`src/rtl/lyra2_result_unloader.sv`:
```
// Lyra2 result unloader: collects one batch of PIPELINE_STAGES wide core
// results, then streams them out as OUT_WIDTH words (LS word first, slot 0
// first). The core is held off (res_ready=0) until the batch is fully drained.
module lyra2_result_unloader #(
    parameter int PIPELINE_STAGES = 8,
    parameter int DATA_WIDTH      = 256,
    parameter int OUT_WIDTH       = 64,
    localparam int BEATS  = DATA_WIDTH / OUT_WIDTH,
    localparam int SLOT_W = (PIPELINE_STAGES > 1) ? $clog2(PIPELINE_STAGES) : 1,
    localparam int BEAT_W = (BEATS > 1) ? $clog2(BEATS) : 1
) (
    input  logic                  i_clk,
    input  logic                  i_rst_n,
    input  logic                  i_res_valid,
    input  logic [DATA_WIDTH-1:0] i_res_data,
    output logic                  o_res_ready,
    output logic                  o_m_valid,
    output logic [OUT_WIDTH-1:0]  o_m_data,
    output logic                  o_m_last,
    output logic [SLOT_W-1:0]     o_m_slot,
    input  logic                  i_m_ready,
    output logic                  o_batch_done,
    output logic                  o_overflow
);

    typedef enum logic [1:0] {S_IDLE, S_COLLECT, S_DRAIN} state_t;

    state_t                r_state;
    state_t                w_state_nxt;
    logic [SLOT_W-1:0]     r_wr_cnt;
    logic [SLOT_W-1:0]     r_rd_slot;
    logic [BEAT_W-1:0]     r_rd_beat;
    logic                  r_batch_done;
    logic                  r_overflow;
    logic [DATA_WIDTH-1:0] r_buf [PIPELINE_STAGES];

    logic                  w_res_ready;
    logic                  w_m_valid;
    logic                  w_accept;
    logic                  w_xfer;
    logic                  w_last_beat;
    logic                  w_last_slot;
    logic                  w_last_wr;
    logic                  w_final;
    logic [OUT_WIDTH-1:0]  w_word;

    assign w_accept    = i_res_valid & w_res_ready;
    assign w_xfer      = w_m_valid & i_m_ready;
    assign w_last_beat = (r_rd_beat == BEAT_W'(BEATS - 1));
    assign w_last_slot = (r_rd_slot == SLOT_W'(PIPELINE_STAGES - 1));
    assign w_last_wr   = (r_wr_cnt == SLOT_W'(PIPELINE_STAGES - 1));
    assign w_final     = w_xfer & w_last_beat & w_last_slot;

    // State register
    always_ff @(posedge i_clk or negedge i_rst_n) begin
        if (!i_rst_n) r_state <= S_IDLE;
        else          r_state <= w_state_nxt;
    end

    // Next state plus the state-decoded handshake outputs (depend on state only)
    always_comb begin
        w_state_nxt = r_state;
        w_res_ready = 1'b0;
        w_m_valid   = 1'b0;
        case (r_state)
            S_IDLE: begin
                w_res_ready = 1'b1;
                if (i_res_valid)
                    w_state_nxt = (PIPELINE_STAGES == 1) ? S_DRAIN : S_COLLECT;
            end
            S_COLLECT: begin
                w_res_ready = 1'b1;
                if (i_res_valid && w_last_wr) w_state_nxt = S_DRAIN;
            end
            S_DRAIN: begin
                w_m_valid = 1'b1;
                if (w_final) w_state_nxt = S_IDLE;
            end
            default: w_state_nxt = S_IDLE;
        endcase
    end

    // Write slot and read slot/beat counters; all wrap to 0 at batch boundaries
    always_ff @(posedge i_clk or negedge i_rst_n) begin
        if (!i_rst_n) begin
            r_wr_cnt  <= '0;
            r_rd_slot <= '0;
            r_rd_beat <= '0;
        end else begin
            if (w_accept)
                r_wr_cnt <= w_last_wr ? '0 : r_wr_cnt + SLOT_W'(1);
            if (w_xfer) begin
                if (w_last_beat) begin
                    r_rd_beat <= '0;
                    r_rd_slot <= w_last_slot ? '0 : r_rd_slot + SLOT_W'(1);
                end else begin
                    r_rd_beat <= r_rd_beat + BEAT_W'(1);
                end
            end
        end
    end

    // Batch-done pulse and sticky overflow (writes while not ready are dropped)
    always_ff @(posedge i_clk or negedge i_rst_n) begin
        if (!i_rst_n) begin
            r_batch_done <= 1'b0;
            r_overflow   <= 1'b0;
        end else begin
            r_batch_done <= w_final;
            r_overflow   <= r_overflow | (i_res_valid & ~w_res_ready);
        end
    end

    // Result buffer; contents need no reset since reads are gated by state
    always_ff @(posedge i_clk) begin
        if (w_accept) r_buf[r_wr_cnt] <= i_res_data;
    end

    // Select the current beat of the current slot
    always_comb begin
        w_word = '0;
        for (int b = 0; b < BEATS; b++)
            if (r_rd_beat == BEAT_W'(b))
                w_word = r_buf[r_rd_slot][b*OUT_WIDTH +: OUT_WIDTH];
    end

    assign o_res_ready  = w_res_ready;
    assign o_m_valid    = w_m_valid;
    assign o_m_data     = w_m_valid ? w_word : '0;
    assign o_m_last     = w_m_valid & w_last_beat;
    assign o_m_slot     = w_m_valid ? r_rd_slot : '0;
    assign o_batch_done = r_batch_done;
    assign o_overflow   = r_overflow;

endmodule

```
`config.mk`:
```
export PLATFORM = sky130hd
export DESIGN_NAME = lyra2_result_unloader
export DESIGN_NICKNAME = d
export VERILOG_FILES = /design/src/rtl/lyra2_result_unloader.sv
export SDC_FILE = /design/constraint.sdc
export NUM_CORES = 2
export LEC_CHECK = 0
export CORE_UTILIZATION = 60
export DETAILED_ROUTE_END_ITERATION = 8
export HOLD_SLACK_MARGIN = 0.05
export MAX_ROUTING_LAYER = met4
export PLACE_DENSITY = 0.83
export SKIP_CTS_REPAIR_TIMING = 1
export SLEW_MARGIN = 20
export SYNTH_ARGS = -nofsm -noshare
export SYNTH_HDL_FRONTEND = slang
export SYNTH_SLANG_ARGS = --single-unit
```
`constraint.sdc`:
```
create_clock -name i_clk -period 35.1 [get_ports i_clk]
set_clock_uncertainty 0.05 [all_clocks]
set_input_delay 3.51 -clock i_clk [delete_from_list [all_inputs] [get_ports i_clk]]
set_output_delay 3.51 -clock i_clk [all_outputs]
set_load 0.01 [all_outputs]
```
# Word-level counts from Yosys, hierarchy flattened
# Memory sizes are Yosys's and may differ from the RTL's.
# Index checks and enable logic that the tools add are counted.
[totals] reg_bits=12 ramBits=2048 out_inout_bits=72 memories=1
[op_classes] n_addsub=3 n_eq_ne=10 n_mux=17 n_bitwise=8 reduce_logical=6
[memory_table] memory="r_buf" words=8 word_bits=256 rd=1 rd_clocked_by_memory_dff=0 write_ports=1 line="35" text="logic [DATA_WIDTH-1:0] r_buf [PIPELINE_STAGES];"
[op_table] op="64-bit two-way mux" n=5
[op_table] op="3-bit two-way mux" n=3
[op_table] op="2-bit two-way mux" n=4
[op_table] op="3-bit by 1-bit adder with 3-bit output, second input constant" n=2
[op_table] op="1-bit bitwise AND" n=6
[op_table] op="2-bit equality test, second input constant" n=3
[op_table] op="3-bit equality test, second input constant" n=2
[op_table] op="2-bit inequality test, second input constant" n=3
[op_table] op="2-bit one-hot mux with 3 select lines" n=1
[op_table] op="2-bit by 1-bit equality test with 1-bit output, second input constant" n=2
[op_table] op="2-bit logical NOT" n=2
[op_table] op="1-bit two-way mux" n=4
[op_table] op="3-bit AND reduction" n=1
[op_table] op="2-bit by 1-bit adder with 2-bit output, second input constant" n=1
[op_table] op="2-bit AND reduction" n=1
[op_table] op="2-bit OR reduction" n=1
[op_table] op="1-bit logical AND" n=1
[op_table] op="1-bit inverter" n=1
[op_table] op="1-bit bitwise OR" n=1

# Longest topological paths before layout
[depth] depth_word=7 mapped_depth=9 ltp_nobuf=6

# Least setup slack after synthesis
# No wires, ideal clock.
[synth_timing] path_kind="input -> register" from="input i_res_valid" to="memory r_buf[0][0], enable pin" arrival_time_ps=27629 t_required_ps=33552 slack_ps=5923 cell_stages=2 path_buffers=0 path_cell_list="nand2b_1 -> nor4_1"
[synth_between] elab_chain_cells=3
[synth_rtl] item="start, declared" line="14" text="input logic i_res_valid,"
[synth_rtl] item="1-bit bitwise AND" line="47" text="assign w_accept = i_res_valid & w_res_ready;"
[synth_rtl] item="1-bit two-way mux" line="116" text="if (w_accept) r_buf[r_wr_cnt] <= i_res_data;"
[synth_rtl] item="1-bit two-way mux (implied by the code)" line="116"
[synth_rtl] item="end, declared" line="35"
# No other way between the ends.

# Worst setup path in the final report
[layout_timing] from="register r_rd_slot[2]" to="output o_m_data[27]"
[layout_between] elab_chain_cells=6
[layout_rtl] item="start, declared" line="31" text="logic [SLOT_W-1:0] r_rd_slot;"
[layout_rtl] item="start signal, assigned" line="95" text="r_rd_slot <= w_last_slot ? '0 : r_rd_slot + SLOT_W'(1);"
[layout_rtl] item="memory read 8 x 256 bit (*)"
[layout_rtl] item="64-bit two-way mux (3 in series)" line="123" text="if (r_rd_beat == BEAT_W'(b))"
[layout_rtl] item="64-bit two-way mux (*)" line="123"
[layout_rtl] item="64-bit two-way mux (*)" line="129" text="assign o_m_data = w_m_valid ? w_word : '0;"
[layout_rtl] item="end, declared" line="18" text="output logic [OUT_WIDTH-1:0] o_m_data,"
# Every way passes the cells marked *; elsewhere a longest branch is shown, timed or not.

==> results.toml <==
[sta]
whs_ps = 422
drv_slew = 0
finalHoldViolations = 0
worst_slew_margin_rel = 0.218
clock.fmax_ghz = 0.0943
tightestPinTransition_ps = 1170
rsz0062_at_grt = "false"
min_period_ps = 10600
post-route-period-util = 0.302
tns_ps = 0
finalSetupViolations = 0

[synthesis]
syn_inst = 3619
yosys.cell_types.count = 35
synth_edf_count = 2048
ys_warn_count = 0
syn-num-nets = 3887
yosysSeqAreaShare = 0.777
ys_ff_latch = 2060
synth_top_flop_cell = "edfxtp_1"
syn_avg_cell_area_um2 = 22.0
netlist_area_um2 = 79500
async_flop_share = 0.00583

[floorplan]
die_area_um2 = 134000
core_um2 = 131000
die-height_um = 366
boundaryPins = 332
initial_utilization = 0.605
rows = 133
die_x_um = 366

[route]
drtIter0Drc = 4721
wl_um = 185000
ant_nets = 0
post_drt_wl_per_cell_um = 31.1
via_per_inst = 6.58
first_pass_iters = 5
drc = 0
vias = 39200

[clocking]
cts_sinks = 2060
clock_path_buffers = 3
cts_tree = "done"
h-tree-depth = 4
cts_buffers = 195
clk_latency_ps = 840
clk_pin_slew_ps = 60
cts.root.buffer_cell = "clkbuf_16"

[grt]
grt_start_max_net_pins = 162
grt_pass1_vias = 40200
grt_first_pass_wirelength_um = 269000
grt_use_total = 0.285
antenna_found_initial = 44
overflow = 0

[power]
p_leak_nw = 27.3
worst_ir_drop_vdd_v = 0.0000541
power_density_nw_per_um2 = 64.4
p_total_mw = 5.85

[layout]
layout_common_cells = "2048 x edfxtp_1, 384 x mux4_2, 331 x clkdlybuf4s50_1"
drive_above_1_share = 0.219
fin_nets = 4262
area_delta_synth_final_pct = 14.3
finalNonFillerCells = 5963
layout_commonest_cell = "edfxtp_1"

[worst_setup_path]
crit_path_cell_trace = "buf_4 -> buf_4 -> buf_4 -> buf_4 -> mux4_2 -> mux2i_1 -> a221oi_1 -> o31a_1 -> clkdlybuf4s50_1"
worstSetupEndpointType = "primary output"
ff2ff_path_depth = 6
crit_cells = 9
crit_top_cell = "buf_4"
max_stage_delay_ps = 960
crit_family = "buffers and inverters"
worstSetupPathType = "flip-flop to primary output"
critical_path_required_ps = 31540
cp_max_fo = 82
cp_data_arrival_time_ps = 7040
critPathBufInv = 5
start_kind = "flip-flop"
critPathSlowestCell = "buf_4"

[status]
outcome = "completed"

[place]
dp.cells = 5551
gp_congestion = 0.799
hpwl_um = 96000
io_buffers = 331

[run]
maxCapViolCount = 0

[min_path]
worstHoldPathType = "flip-flop to flip-flop"
hold_depth = 1
## worst reg2reg max path, delay by kind of cell (launching register included)
kind | cells | cell delay (ps)
buffers and inverters | 4 | 2700
and+or+nand+nor | 2 | 970
DFF | 1 | 530
## final cells by class
type / instances / area, µm²
timing repair buffer: 392 / 3930
sequential: 2060 / 61800
tap: 1755 / 2200
clock inverter: 125 / 1170
antenna: 48 / 120
clock buffer: 238 / 5090
multi-input combinational: 1340 / 16500
fill: 7545 / 40600
inverter: 5 / 18.8
## final timing paths
kind / from / endpoint / slack [ps]
max: r_rd_slot[2] / o_m_data[27] / 24500
min: o_overflow / o_overflow / 420
max reg2reg: r_state[1] / r_buf[1][14] / 30420
min reg2reg: o_overflow / o_overflow / 420
max in group asynchronous: i_rst_n / r_rd_slot[2] / 31270
min in group asynchronous: i_rst_n / r_wr_cnt[0] / 3090
## report_power, final
group,switching [mW],internal [mW]
Clock,0.904,1.16
Sequential,0.0822,3.08
Combinational,0.447,0.178
## registers in the layout (all words and copies together), names as in the netlist
signal / flops
o_overflow: 1
o_batch_done: 1
r_rd_slot: 3
r_buf: 2048
r_state: 2
r_rd_beat: 2
r_wr_cnt: 3
## synth_stat cells, drive strengths merged (12+ instances only)
master / number / area share
a211oi: 50 / 0.0047
a21oi: 28 / 0.0018
a221o: 14 / 0.0018
a221oi: 50 / 0.0055
a22oi: 14 / 0.0013
a31oi: 15 / 0.0012
buf: 134 / 0.012
clkbuf: 80 / 0.0038
dfrtp: 12 / 0.0038
edfxtp: 2048 / 0.77
mux2: 169 / 0.024
mux2i: 234 / 0.029
mux4: 384 / 0.11
nand2: 33 / 0.0016
nor2: 59 / 0.0028
nor2b: 54 / 0.0042
nor3: 52 / 0.0033
o21ai: 53 / 0.0033
o22ai: 50 / 0.0039
o31a: 50 / 0.0055
## kinds of logic after synthesis
kind of cell | synth area share
adder cells (fa/ha/maj) | 0.00126
multiplexers | 0.162
flip-flops | 0.777
AO/OA/AOI/OAI | 0.0293
AND/OR/NAND/NOR | 0.0134
buffers and inverters | 0.0164
## per-stage QoR
step / setup slack [ps] / util / area, µm²
5_1_grt: 24220 / 0.691 / 90800
2_1_floorplan: 5920 / - / 79500
6_report: 24500 / 0.691 / 90900
3_5_place_dp: 25470 / 0.642 / 84400
4_1_cts: 24490 / 0.690 / 90700
3_3_place_gp: 25590 / 0.642 / 84400
## per-layer routing
layer	up-vias	global-route usage	wire length, µm
met5	-	-	0
met4	0	0.102	5040
met3	287	0.0675	18400
met2	2338	0.442	92900
met1	20500	0.372	68800
li1	16100	-	-
No activity file was read; power rests on OpenSTA's default activity.
